### config.mk
export PLATFORM = sky130hd
export DESIGN_NAME = uart_rx_buffer
export DESIGN_NICKNAME = d
export VERILOG_FILES = /design/src/rtl/uart_pkg.sv /design/src/rtl/sync_fifo.sv /design/src/rtl/uart_rx_buffer.sv
export SDC_FILE = /design/constraint.sdc
export NUM_CORES = 1
export LEC_CHECK = 0
export ABC_AREA = 0
export CAP_MARGIN = 20
export CORE_MARGIN = 2
export CORE_UTILIZATION = 54
export DETAILED_ROUTE_END_ITERATION = 16
export PLACE_DENSITY = 0.73
export RECOVER_POWER = 25
export SLEW_MARGIN = 25
export SYNTH_ARGS = -nofsm -noshare
export SYNTH_HDL_FRONTEND = slang
export SYNTH_HIERARCHICAL = 1
export SYNTH_SLANG_ARGS = --single-unit
### constraint.sdc
create_clock -name clk -period 3.4 [get_ports clk]
set_input_delay 0.34 -clock clk [delete_from_list [all_inputs] [get_ports clk]]
set_output_delay 0.34 -clock clk [all_outputs]
set_load 0.02 [all_outputs]
### src/rtl/uart_pkg.sv
// Shared types for the UART receive-side buffer.
// Each FIFO entry is either a received byte or an end-of-frame marker.
package uart_pkg;

  typedef struct packed {
    logic       eof;
    logic [7:0] data;
  } uart_rx_entry_t;

  localparam logic [7:0] UART_EOF_DATA = 8'h00;

endpackage

### src/rtl/sync_fifo.sv
// Generic single-clock first-word-fall-through FIFO.
// The head entry is visible on head_data whenever the FIFO is not empty.
module sync_fifo #(
  parameter int WIDTH      = 9,
  parameter int DEPTH_LOG2 = 4
) (
  input  logic                  clk,
  input  logic                  reset,
  input  logic                  push,
  input  logic [WIDTH-1:0]      push_data,
  input  logic                  pop,
  output logic [WIDTH-1:0]      head_data,
  output logic                  full,
  output logic                  empty,
  output logic [DEPTH_LOG2:0]   count
);

  localparam int DEPTH = 1 << DEPTH_LOG2;
  localparam logic [DEPTH_LOG2:0] FULL_COUNT = (DEPTH_LOG2 + 1)'(DEPTH);

  logic [WIDTH-1:0]      mem [DEPTH];
  logic [DEPTH_LOG2-1:0] wr_ptr;
  logic [DEPTH_LOG2-1:0] rd_ptr;
  logic                  do_push;
  logic                  do_pop;

  assign empty     = (count == '0);
  assign full      = (count == FULL_COUNT);
  assign do_pop    = pop && !empty;
  // A pop in the same cycle frees a slot, so a full FIFO can still accept.
  assign do_push   = push && (!full || do_pop);
  assign head_data = mem[rd_ptr];

  always_ff @(posedge clk) begin
    if (reset) begin
      wr_ptr <= '0;
      rd_ptr <= '0;
      count  <= '0;
    end else begin
      if (do_push) wr_ptr <= wr_ptr + 1'b1;
      if (do_pop)  rd_ptr <= rd_ptr + 1'b1;
      case ({do_push, do_pop})
        2'b10:   count <= count + 1'b1;
        2'b01:   count <= count - 1'b1;
        default: count <= count;
      endcase
    end
  end

  always_ff @(posedge clk) begin
    if (do_push) mem[wr_ptr] <= push_data;
  end

endmodule

### src/rtl/uart_rx_buffer.sv
// Buffers received UART bytes and inserts an end-of-frame marker when the
// line goes idle after traffic; consumer side is FWFT valid/ready.
module uart_rx_buffer
  import uart_pkg::*;
#(
  parameter int DEPTH_LOG2 = 4
) (
  input  logic                  clk,
  input  logic                  reset,
  input  logic [7:0]            rx_data,
  input  logic                  rx_available,
  input  logic                  rx_idle,
  output logic [7:0]            rd_data,
  output logic                  rd_last,
  output logic                  rd_valid,
  input  logic                  rd_ready,
  output logic [DEPTH_LOG2:0]   count,
  output logic                  overflow,
  input  logic                  clear_overflow
);

  uart_rx_entry_t push_entry;
  uart_rx_entry_t head_entry;
  logic           full;
  logic           empty;
  logic           pop;
  logic           can_push;
  logic           byte_push;
  logic           byte_drop;
  logic           marker_push;
  logic           idle_q;
  logic           idle_rise;
  logic           marker_pend;
  logic           byte_since_eof;

  assign rd_valid  = !empty;
  assign pop       = rd_valid && rd_ready;
  assign can_push  = !full || pop;
  assign idle_rise = rx_idle && !idle_q;

  // Incoming bytes always win the write port; a pending marker waits for a free cycle.
  assign byte_push   = rx_available && can_push;
  assign byte_drop   = rx_available && !can_push;
  assign marker_push = marker_pend && !rx_available && can_push;

  always_comb begin
    push_entry = '{eof: 1'b1, data: UART_EOF_DATA};
    if (rx_available) push_entry = '{eof: 1'b0, data: rx_data};
  end

  sync_fifo #(
    .WIDTH      ($bits(uart_rx_entry_t)),
    .DEPTH_LOG2 (DEPTH_LOG2)
  ) u_fifo (
    .clk       (clk),
    .reset     (reset),
    .push      (byte_push || marker_push),
    .push_data (push_entry),
    .pop       (pop),
    .head_data (head_entry),
    .full      (full),
    .empty     (empty),
    .count     (count)
  );

  assign rd_data = rd_valid ? head_entry.data : 8'h00;
  assign rd_last = rd_valid && head_entry.eof;

  // idle_q resets high so the line being idle at startup does not look like a frame end.
  always_ff @(posedge clk) begin
    if (reset) begin
      idle_q         <= 1'b1;
      marker_pend    <= 1'b0;
      byte_since_eof <= 1'b0;
      overflow       <= 1'b0;
    end else begin
      idle_q <= rx_idle;

      if (byte_drop)           overflow <= 1'b1;
      else if (clear_overflow) overflow <= 1'b0;

      if (marker_push)                        marker_pend <= 1'b0;
      else if (idle_rise && byte_since_eof)   marker_pend <= 1'b1;

      // Dropped bytes still count as traffic, so an overflowed frame is still terminated.
      if (rx_available)   byte_since_eof <= 1'b1;
      else if (idle_rise) byte_since_eof <= 1'b0;
    end
  end

endmodule

# ---- Word-level counts from Yosys, hierarchy flattened
# Memory sizes are Yosys's and may differ from the RTL's. A register that Yosys moved wholly into a read port is not among the register bits.
# Index checks and enable logic that the tools add are counted.
dict set report classes {
  addsub 4
  n_eq_ne 3
  n_mux 11
  n_reduce_logical 23
}
# op n
set op_table {}
lappend op_table {{$logic_and A1 B1 Y1} 10}
lappend op_table {{$pmux W5 S2} 1}
lappend op_table {{$mux W9} 1}
lappend op_table {{$add A4 B1 Y4 const B} 2}
lappend op_table {{$mux W4} 2}
lappend op_table {{$mux W8} 1}
lappend op_table {{$mux W1} 6}
lappend op_table {{$reduce_bool A2 Y1} 3}
lappend op_table {{$add A5 B1 Y5 const B} 1}
lappend op_table {{$eq A5 B5 Y1 const B} 1}
lappend op_table {{$logic_not A1 Y1} 5}
lappend op_table {{$logic_not A5 Y1} 1}
lappend op_table {{$sub A5 B1 Y5 const B} 1}
lappend op_table {{$logic_or A1 B1 Y1} 3}
lappend op_table {{$eq A2 B1 Y1 const B} 1}
lappend op_table {{$eq A2 B2 Y1 const B} 1}
lappend op_table {{$reduce_or A2 Y1} 1}
dict set report totals {
  reg_bits 17
  mem_bits_rw 144
  input_bits 14
  output_inout_bits 16
  wordCells 49
  n_memories 1
}
# memory depth width rd rd_clocked_by_memory_dff wr line_no
set mem_list {}
lappend mem_list {u_fifo.mem 16 9 1 1 1 sync_fifo.sv:21} ;# logic [WIDTH-1:0] mem [DEPTH];

# ---- Logic depth before layout (Yosys ltp)
dict set report depth {
  ltp_word 9
  ltp_mapped 15
  ltp_nobuf 13
}

# ---- Hierarchy
# The synthesis kept the hierarchy.
# mod instances cells_per_inst area_per_inst_um2 seq_area_each_um2
set by_module_without_submodules {}
lappend by_module_without_submodules {sync_fifo 1 349 6461.2 4664.5}
lappend by_module_without_submodules {uart_rx_buffer 1 39 295.3 80.1}

# ---- Least setup slack after synthesis
# Ideal clock, no wire load.
dict set report synth_timing {
  path_type {flip-flop to flip-flop}
  startpoint {register u_fifo.count[3]}
  endpoint {register u_fifo.count[4]}
  setup_time_ns 0.134
  arrival_time_ns 3.214
  t_required_ns 3.266
  slack_ns 0.052
  path_stages_with_launch 15
  n_path_buf 2
  period_less_slack_ns 3.348
  path_cell_list {dfxtp_1 > or4_4 > buf_6 > nor2_1 > nand2b_2 > nand2_2 > o21a_1 > clkbuf_1 > nor2b_1 > o21ai_2 > fa_1 > nand2b_1 > o2bb2ai_1 > mux2i_1 > or4_1}
}
dict set report synth_between {
  elab_chain_len 9
  elab_cells_between_ends 18
  classes_between {add/sub (2); eq/ne (3); mux (1); reduce/logical (12)}
}
# element line_no
set synth_rtl {}
lappend synth_rtl {{start: declaration} sync_fifo.sv:15} ;# output logic [DEPTH_LOG2:0] count
lappend synth_rtl {{start signal: assignment} sync_fifo.sv:43} ;# 2'b10: count <= count + 1'b1;
lappend synth_rtl {{start signal: assignment} sync_fifo.sv:44} ;# 2'b01: count <= count - 1'b1;
lappend synth_rtl {{start signal: assignment} sync_fifo.sv:45} ;# default: count <= count;
lappend synth_rtl {{$logic_not A5 Y1 (*)} sync_fifo.sv:27} ;# assign empty = (count == '0);
lappend synth_rtl {{net empty} uart_rx_buffer.sv:25} ;# logic empty;
lappend synth_rtl {{$logic_not A1 Y1 (*)} {sync_fifo.sv:29, uart_rx_buffer.sv:36}}
lappend synth_rtl {{$logic_and A1 B1 Y1} uart_rx_buffer.sv:37} ;# assign pop = rd_valid && rd_ready;
lappend synth_rtl {{$logic_or A1 B1 Y1} uart_rx_buffer.sv:38} ;# assign can_push = !full || pop;
lappend synth_rtl {{$logic_and A1 B1 Y1, on equally long branches} {uart_rx_buffer.sv:42, uart_rx_buffer.sv:44}}
lappend synth_rtl {{$logic_or A1 B1 Y1} uart_rx_buffer.sv:57} ;# .push (byte_push || marker_push),
lappend synth_rtl {{$logic_and A1 B1 Y1} sync_fifo.sv:31} ;# assign do_push = push && (!full || do_pop);
lappend synth_rtl {{$eq A2 B1 Y1 or $eq A2 B2 Y1 (tied branches)} sync_fifo.sv:42} ;# case ({do_push, do_pop})
lappend synth_rtl {{$pmux W5 S2 or $reduce_bool A2 Y1 (tied branches)} --}
# Mark *: on every way through the listed nets, which the timed path passes. The rest lies on a longest branch.
# A chain may end at the register's enable or synchronous reset.

# ---- Worst setup path after layout
# Same ends and word-level chain as after synthesis.

==> flow_summary.ini <==
[outcome]
status = finished, final reports clean

[synthesis]
synth_area_sq_um = 6760
synth_top_area_share_pct = 64.0
synth.area.top_cells = edfxtp_1 (64%), mux4_2 (12%), dfxtp_1 (6.2%), a22oi_1 (2.0%), ha_1 (1.5%)
synthCells = 388
synth-seq-cells = 165
yosysWarnings = 6
seq_area_frac_synth_pct = 70.2
synth_area_leader_cell = edfxtp_1
ys_async_sr_fraction_pct = 0
syn-num-nets = 411
synth_edf_count = 144
ys.flop_type = edfxtp_1
syn_avg_cell_area_sq_um = 17.4
ys_types = 50

[cells_and_area]
final_common_cell = edfxtp_1
seqCellArea_sq_um = 4750
antenna_cells = 0
multi_input_area_sq_um = 1880
fill_cells = 874
area_growth_pct = 17.4
final_cell_mix = edfxtp_1 (144), mux4_2 (36), clkdlybuf4s50_1 (28)
drive_gt1_share_pct = 22.9
nets = 459

[setup_path]
arrival_ps = 3510
path_max_fanout = 7
critPathKind = reg2reg
cp-end-kind = flip-flop
required_ps = 3700
cp-start-kind = flip-flop

[drt]
firstDrtPassIters = 4
post_drt_via_cell_ratio = 5.88
drt-total-wl_um = 13400
met1_length_um = 5300
vias = 3627
routed-wl-met3_um = 718
final_antenna_net_count = 0
drc_errors = 0
top_layer = met4
wl_met2_um = 7160
wire_per_inst_um = 21.7
drtIter0Drc = 261

[clocking]
clk_latency_ps = 420
clock_path_buffers = 2
cts_made_buffers = 17
clock-sinks = 165
cts_tree = yes
clk_transition_reported_paths_ps = 60
cts_root_buf = clkbuf_16
h-tree-depth = 4
ctsHoldBuffers = 0

[grt]
grt_max_degree = 37
grt_first_pass_wirelength_um = 20800
grt_util_all_layers_pct = 21.9
grt-ovfl-total = 0
grt_pass1_vias = 3822
antenna_found_initial = 0

[sta]
setup_viol = 0
max_freq_ghz = 0.311
min_period_over_period_pct = 94.6
tns_ps = 0
finalCriticalPeriod_ps = 3210
slew_headroom_pct = 43.3
hold_violations = 0
layout_setup_ws_ps = 185
drv_slew = 0
rsz0062_at_grt = false
worstMarginPinSlew_ps = 847
clock_skew_ps = 7.62

[floorplan]
dieHeight_um = 116
core-area_sq_um = 12100
num_rows = 40
initial_core_util_pct = 55.8
die-area_sq_um = 13400
die_x_um = 116
io_pins = 30

[worst_hold_path]
hp-class = reg2reg

[placement]
port-buffer-count = 29
dp_hpwl_um = 8340
gp_congestion = 0.779
dp_slack_ps = 105

[pwr]
p_per_area_nw_per_um2 = 761
power_leakage_nw = 2.69
vdd.ir_drop.worst_uv = 470

[job]
maxCapViolations = 0
sequential cells by signal (all words and copies together), names as in the netlist, named ones only:
register        cells
u_fifo/mem        144
u_fifo/count        5
u_fifo/rd_ptr       4
u_fifo/wr_ptr       4
byte_since_eof      1
idle_q              1
marker_pend         1
overflow            1
timing repair:
| action | CTS | global route |
|---|---|---|
| setup buffers | 0 | 2 |
| gates resized for setup | 0 | 1 |
| endpoints found under the setup margin | 0 | 1 |
path summary, 6_finish.rpt:
kind / from / end / slack, ps / cells after the start
worst max-delay path: u_fifo/count[3]$_SDFFE_PP0P_ / u_fifo/count[4]$_SDFFE_PP0P_ / 190 / 12
worst min register to register: overflow$_SDFFE_PP0P_ / overflow$_SDFFE_PP0P_ / 500 / 2
worst max register to register: u_fifo/count[3]$_SDFFE_PP0P_ / u_fifo/count[4]$_SDFFE_PP0P_ / 190 / 12
worst min-delay path: overflow$_SDFFE_PP0P_ / overflow$_SDFFE_PP0P_ / 500 / 2
cells by family after synthesis:
logic type               after synthesis  share of synthesized area, %
flip-flops                           165                          70.2
multiplexers                          40                          12.6
adder cells (fa/ha/maj)                9                          1.78
buffers and inverters                 39                          2.35
AND/OR/NAND/NOR                       85                          7.11
AO/OA/AOI/OAI                         46                          5.43
XOR/XNOR                               4                         0.519
cells in the mapped netlist (all sizes together), types with 2 or more instances:
master and number:
a22oi 18, and2 13, and2b 5, and3 4
buf 8, clkbuf 11, dfxtp 21, edfxtp 144
ha 8, inv 20, mux2i 4, mux4 36
nand2 10, nand2b 6, nand3 4, nand4 2
nor2 18, nor2b 7, nor3 3, nor3b 3
nor4 5, o2111ai 3, o211ai 2, o21a 5
o21ai 6, o41ai 2, or2 3, or4 2
xor2 3
cell type report:
type                            count  area share [%]
Clock inverter                     15            1.77
Multi-Input combinational cell    184            23.7
Tap cell                          168            2.65
Sequential cell                   165            59.8
Clock buffer                       17            5.36
Inverter                           20           0.947
Timing Repair Buffer               48            5.73
stage by stage:
step	power [mW]	hold WS, ps	cell area (sq um)	utilization (%)	cells
CTS	6.04	504	7920	65.4	615
floorplan	3.64	408	6760	-	388
global route	6.29	535	7930	65.5	617
finish	6.04	498	7930	65.5	617
global placement	4.18	462	7350	60.7	583
detailed placement	4.23	487	7350	60.7	583
report_power, final:
group          switching (mW)  internal (mW)
registers              0.0848           2.34
logic                   0.930          0.867
clock network           0.747           1.07
total                    1.76           4.28
worst max-delay path, stage by stage (launching register included):
cell       delay [ps]
dfxtp_1           350
or4_4             600
nor2_2            130
nand2b_2          160
nand2_2            70
o21a_1            130
nor2b_1           150
o21ai_2           100
fa_1              400
nand2b_1          180
o2bb2ai_1         180
mux2i_1           140
or4_1             500
routing by layer:
layer | vias up | global-route usage (%)
li1 | 1625 | -
met1 | 1874 | 27.3
met2 | 109 | 37.7
met3 | 19 | 5.33
met4 | 0 | 8.10
met5 | - | 0
Power figures use the tool's default switching activity.
==> RTL edit 1: new RTL, config.mk and constraints unchanged <==
`DEPTH_LOG2` is set to 4 in 2 places; all go to 3.
--- a/src/rtl/sync_fifo.sv
+++ b/src/rtl/sync_fifo.sv
@@ -4,3 +4,3 @@
   parameter int WIDTH      = 9,
-  parameter int DEPTH_LOG2 = 4
+  parameter int DEPTH_LOG2 = 3
 ) (
--- a/src/rtl/uart_rx_buffer.sv
+++ b/src/rtl/uart_rx_buffer.sv
@@ -5,3 +5,3 @@
 #(
-  parameter int DEPTH_LOG2 = 4
+  parameter int DEPTH_LOG2 = 3
 ) (
Ports: changed (resized count); port bits go from 30 to 29. The function was not compared with the original's and may differ.
==> RTL edit 1 against the original RTL <==
  * Area after synthesis is 44% lower
  * Cell area is 44% lower
  * Critical path depth stayed put
  * Total power is 49% lower
  * Cell count is 40% lower
  * Setup slack better by 0.32 ns
  * Synthesized cell count is 41% lower
  * Sequential share of layout area is 3.6 points lower
  * Via count is 44% lower
  * Clock skew is 0.0027 ns higher
  * Routed wire length is 50% lower
  * Fmax is 11% higher
  * Sequential cell count is 76 lower
  * Highest routed layer unchanged
==> RTL edit 1: results (changes against the original RTL) <==
[synth]
yosysSeqAreaShare=0.656  ; was 0.702
synth_area_leaders=edfxtp_1 57%, mux4_1 12%, dfxtp_1 8.9%  ; was edfxtp_1 64%, mux4_2 12%, dfxtp_1 6.2%
synth_mux_area_frac=0.158  ; was 0.126
synth-compound-area-share=0.0403  ; was 0.0543
netlist_top_cells_count=72 x edfxtp_1, 19 x nor2_1, 18 x mux4_1  ; was 144 x edfxtp_1, 36 x mux4_2, 21 x dfxtp_1
synth_edf_count=72  ; was 144

[timing]
whs_ns=0.490  ; was 0.498 ns
worst_clock_skew_ns=0.0104  ; was 0.00762 ns
maxSlewHeadroom=0.524  ; was 0.433

[power_and_ir_drop]
clkPwrFrac=0.225  ; was 0.301
max-vdd-ir-drop_uv=389  ; was 470 uV

[grt]
track_usage=0.189  ; was 0.219
grt_pass1_vias=2036  ; was 3822
grt_start_max_net_pins=19  ; was 37

[run_status]
status=completed  ; unchanged

[detailed_routing]
avgViaCountPerCell=5.48  ; was 5.88
drt_wl_total_mm=6.72  ; was 13.4 mm
first_iter_violations=138  ; was 261

[cells_and_area]
clk_share=0.0430  ; was 0.0713
inverters=10  ; was 20
buffer_area_frac=0.0891  ; was 0.0573
buffers_excl_clock=44  ; was 48
multi_input_area_um2=1200  ; was 1880 um^2

[critical_path]
startpoint=u_fifo/count[0]$_SDFFE_PP0P_  ; was u_fifo/count[3]$_SDFFE_PP0P_
r2r_end=u_fifo/count[3]$_SDFFE_PP0P_  ; was u_fifo/count[4]$_SDFFE_PP0P_

[clock_tree]
clk_pin_slew_ns=0.08  ; was 0.06 ns
clkSinkCount=89  ; was 165

[min_path]
worst_hold_path.endpoint=byte_since_eof$_SDFFE_PP0P_  ; was overflow$_SDFFE_PP0P_

[placement]
hpwl_mm=4.30  ; was 8.34 mm

RTL edit 1: cell types whose count changed after synthesis, sizes merged, moves of 4 or more:
cell,delta
edfxtp,-72
nor4,-5
ha,-4
inv,-10
mux4,-18
dfxtp,-4
and2,-4
clkbuf,-7
nand2,-6
a22oi,-18
o21a,-4
and3,-4
mux2,+9
RTL edit 1: per-stage QoR:
step	setup slack, ns	utilization	instance area [um^2]	cells	total power, mW
4_1_cts	0.519	0.652	4450	372	3.13
6_report	0.500	0.651	4450	372	3.10
3_3_place_gp	0.675	0.624	4260	357	2.41
2_1_floorplan	0.488	-	3820	229	2.09
5_1_grt	0.326	0.651	4450	372	3.24
3_5_place_dp	0.561	0.624	4260	357	2.43
RTL edit 1: metal layers:
layer	routed length, um	GRT usage	vias to the layer above	share of wire
met3	195	0.0320	13	0.029
met4	137	0.0923	0	0.020
met1	3040	0.245	1005	0.45
li1	-	-	971	-
met2	3340	0.312	49	0.50
met5	0	0	-	0
==> RTL edit 2: new RTL, same settings <==
Without the edit above. Register the output `count`, without a reset; this adds one clock of latency there. The other outputs are not delayed to match.
--- a/src/rtl/uart_rx_buffer.sv
+++ b/src/rtl/uart_rx_buffer.sv
@@ -20,2 +20,4 @@
 );
+
+  logic [DEPTH_LOG2:0] count_d;
 
@@ -62,3 +64,3 @@
     .empty     (empty),
-    .count     (count)
+    .count     (count_d)
   );
@@ -90,2 +92,6 @@
 
+  always_ff @(posedge clk) begin
+    count <= count_d;
+  end
+
 endmodule
Behaviour: not the same (a bounded check fails within 4 cycles, from zero or initial values and one cycle with reset high).
==> RTL edit 2 against the original RTL <==
  * Highest routed layer unchanged
  * Non-clock buffer count grew 2
  * Cell area is 1.2% higher
  * Largest power group unchanged
  * Sequential cell count is 5 higher
  * Count of clock-buffer cells in the layout grew 5
  * Routed wire length shrank 4.3%
  * Total power is 1.4% higher
  * Area after synthesis increased by 1.5%
  * Critical endpoint unchanged
  * Critical path type unchanged
  * Critical path depth stayed put
  * Setup slack improved by 0.075 ns
  * First-iteration DRC count increased by 6.9%
==> RTL edit 2: results (changes against the original RTL) <==
[synth]
synth_edf_count=144  ; unchanged
synth_cell_types=50  ; unchanged
yosysSeqAreaShare=0.707  ; was 0.702
netlist_top_cells_count=144 x edfxtp_1, 36 x mux4_2, 26 x dfxtp_1  ; was 144 x edfxtp_1, 36 x mux4_2, 21 x dfxtp_1
synth_area_leaders=edfxtp_1 63%, mux4_2 12%, dfxtp_1 7.6%  ; was edfxtp_1 64%, mux4_2 12%, dfxtp_1 6.2%
synth_fp_nets=416  ; was 411
async_reset_ff_frac=0  ; unchanged
yosys_warnings=6  ; unchanged

[detailed_routing]
ant_nets=0  ; unchanged
drt-wirelength-per-cell_um=20.4  ; was 21.7 um
wl_met2_mm=6.78  ; was 7.16 mm
dr.max_layer_used=met4  ; unchanged
drc=0  ; unchanged
met1Wirelength_mm=5.00  ; was 5.30 mm
met3_length_um=736  ; was 718 um
avgViaCountPerCell=5.79  ; was 5.88
first_pass_iters=4  ; unchanged
first_iter_violations=279  ; was 261

[placement]
hpwl_mm=8.36  ; was 8.34 mm
port_buffers=29  ; unchanged
place.gp.congestion=0.802  ; was 0.779

[critical_path]
r2r_end=u_fifo/count[4]$_SDFFE_PP0P_  ; unchanged
arrival_ns=3.43  ; was 3.51 ns
critPathMaxStageDelay_ns=0.59
worstSetupPathType=flop to flop  ; unchanged
slowest_stage=or4_4  ; unchanged
ff2ff_path_depth=12  ; unchanged
r2r_slack_ns=0.26  ; was 0.19 ns
cp_max_fo=8  ; was 7
cp_top_family=simple AND/OR/NAND/NOR gates  ; unchanged
r2r-start=u_fifo/count[3]$_SDFFE_PP0P_  ; unchanged

[clock_tree]
cts_buffers=17  ; unchanged
cts_root_buf=clkbuf_16  ; unchanged
h-tree-depth=4  ; unchanged
clk_latency_ns=0.42  ; about the same
clk_pin_slew_ns=0.06  ; about the same
cts_buffer_depth=2  ; unchanged

[grt]
grt_pass1_wl_mm=20.2  ; was 20.8 mm
grt_start_max_net_pins=37  ; unchanged
antenna_found_initial=0  ; unchanged
track_usage=0.209  ; was 0.219
grt_pass1_vias=3742  ; was 3822

[timing]
whs_ns=0.411  ; was 0.498 ns
worst_clock_skew_ns=0.00508  ; was 0.00762 ns
tightest_slew_ns=0.863  ; was 0.847 ns

[min_path]
hp-start=u_fifo/count[3]$_SDFFE_PP0P_  ; was overflow$_SDFFE_PP0P_
hold_depth=0  ; was 2
worst_hold_path.endpoint=count[3]$_DFF_P_  ; was overflow$_SDFFE_PP0P_
hold_path.class=flop to flop  ; unchanged

[run_status]
status=completed  ; unchanged

[cells_and_area]
drive_above_1_share=0.213  ; was 0.229
n_antenna_cell=0  ; unchanged
fillers=916  ; was 874
largestRegisters=u_fifo/mem: 144 flops, count: 5 flops, u_fifo/count: 5 flops  ; was u_fifo/mem: 144 flops, u_fifo/count: 5 flops
nets=466  ; was 459

[power_and_ir_drop]
max-vdd-ir-drop_uv=416  ; was 470 uV
leakagePower_nw=2.73  ; was 2.69 nW

RTL edit 2: where the power goes:
part	total (mW)	internal [mW]	leakage, nW	switching (mW)
logic	1.81	0.898	0.938	0.916
clock network	1.78	1.07	0.257	0.713
registers	2.53	2.42	1.53	0.106
total	6.12	4.39	2.73	1.73
RTL edit 2: area by class of cell:
| class | count | area [um^2] | share of cell area |
|---|---|---|---|
| flip-flops and latches | 170 | 4850 | 0.604 |
| multi-input cells | 184 | 1880 | 0.234 |
| repair buffers | 50 | 465 | 0.0580 |
| clock buffers | 22 | 444 | 0.0553 |
| well taps | 172 | 215 | 0.0268 |
| clock inverters | 10 | 101 | 0.0126 |
| inverters | 20 | 75.1 | 0.00935 |
RTL edit 2: cells by family (layout without fill, tap and decap cells):
family	Yosys count	after routing	share of synthesized area
adders and majority gates	9	9	0.0175
xor gates and xnor gates	4	4	0.00511
muxes	40	40	0.124
buffers and inverters	39	102	0.0232
and+or+nand+nor	85	85	0.0701
AOI/OAI and AO/OA	46	46	0.0535
DFF	170	170	0.707
RTL edit 2: repair_timing:
item / CTS / global route
setup endpoints to repair: 0 / 1
gates resized for setup: 0 / 1
buffers inserted: 0 / 4
RTL edit 2: per-stage QoR:
stage,cells,area (um^2),setup TNS (ns),setup WS (ns)
after floorplan,393,6860,0,0.144
after global placement,592,7460,0,0.273
after detailed placement,592,7460,0,0.137
after CTS,624,8000,0,0.117
after global routing,628,8030,-0.00126,-0.00126
final,628,8030,0,0.260
RTL edit 2: routing by layer:
metal	vias to the layer above	GRT usage
met5	-	0
met4	0	0.0894
met3	24	0.0446
met2	126	0.361
met1	1832	0.257
li1	1653	-
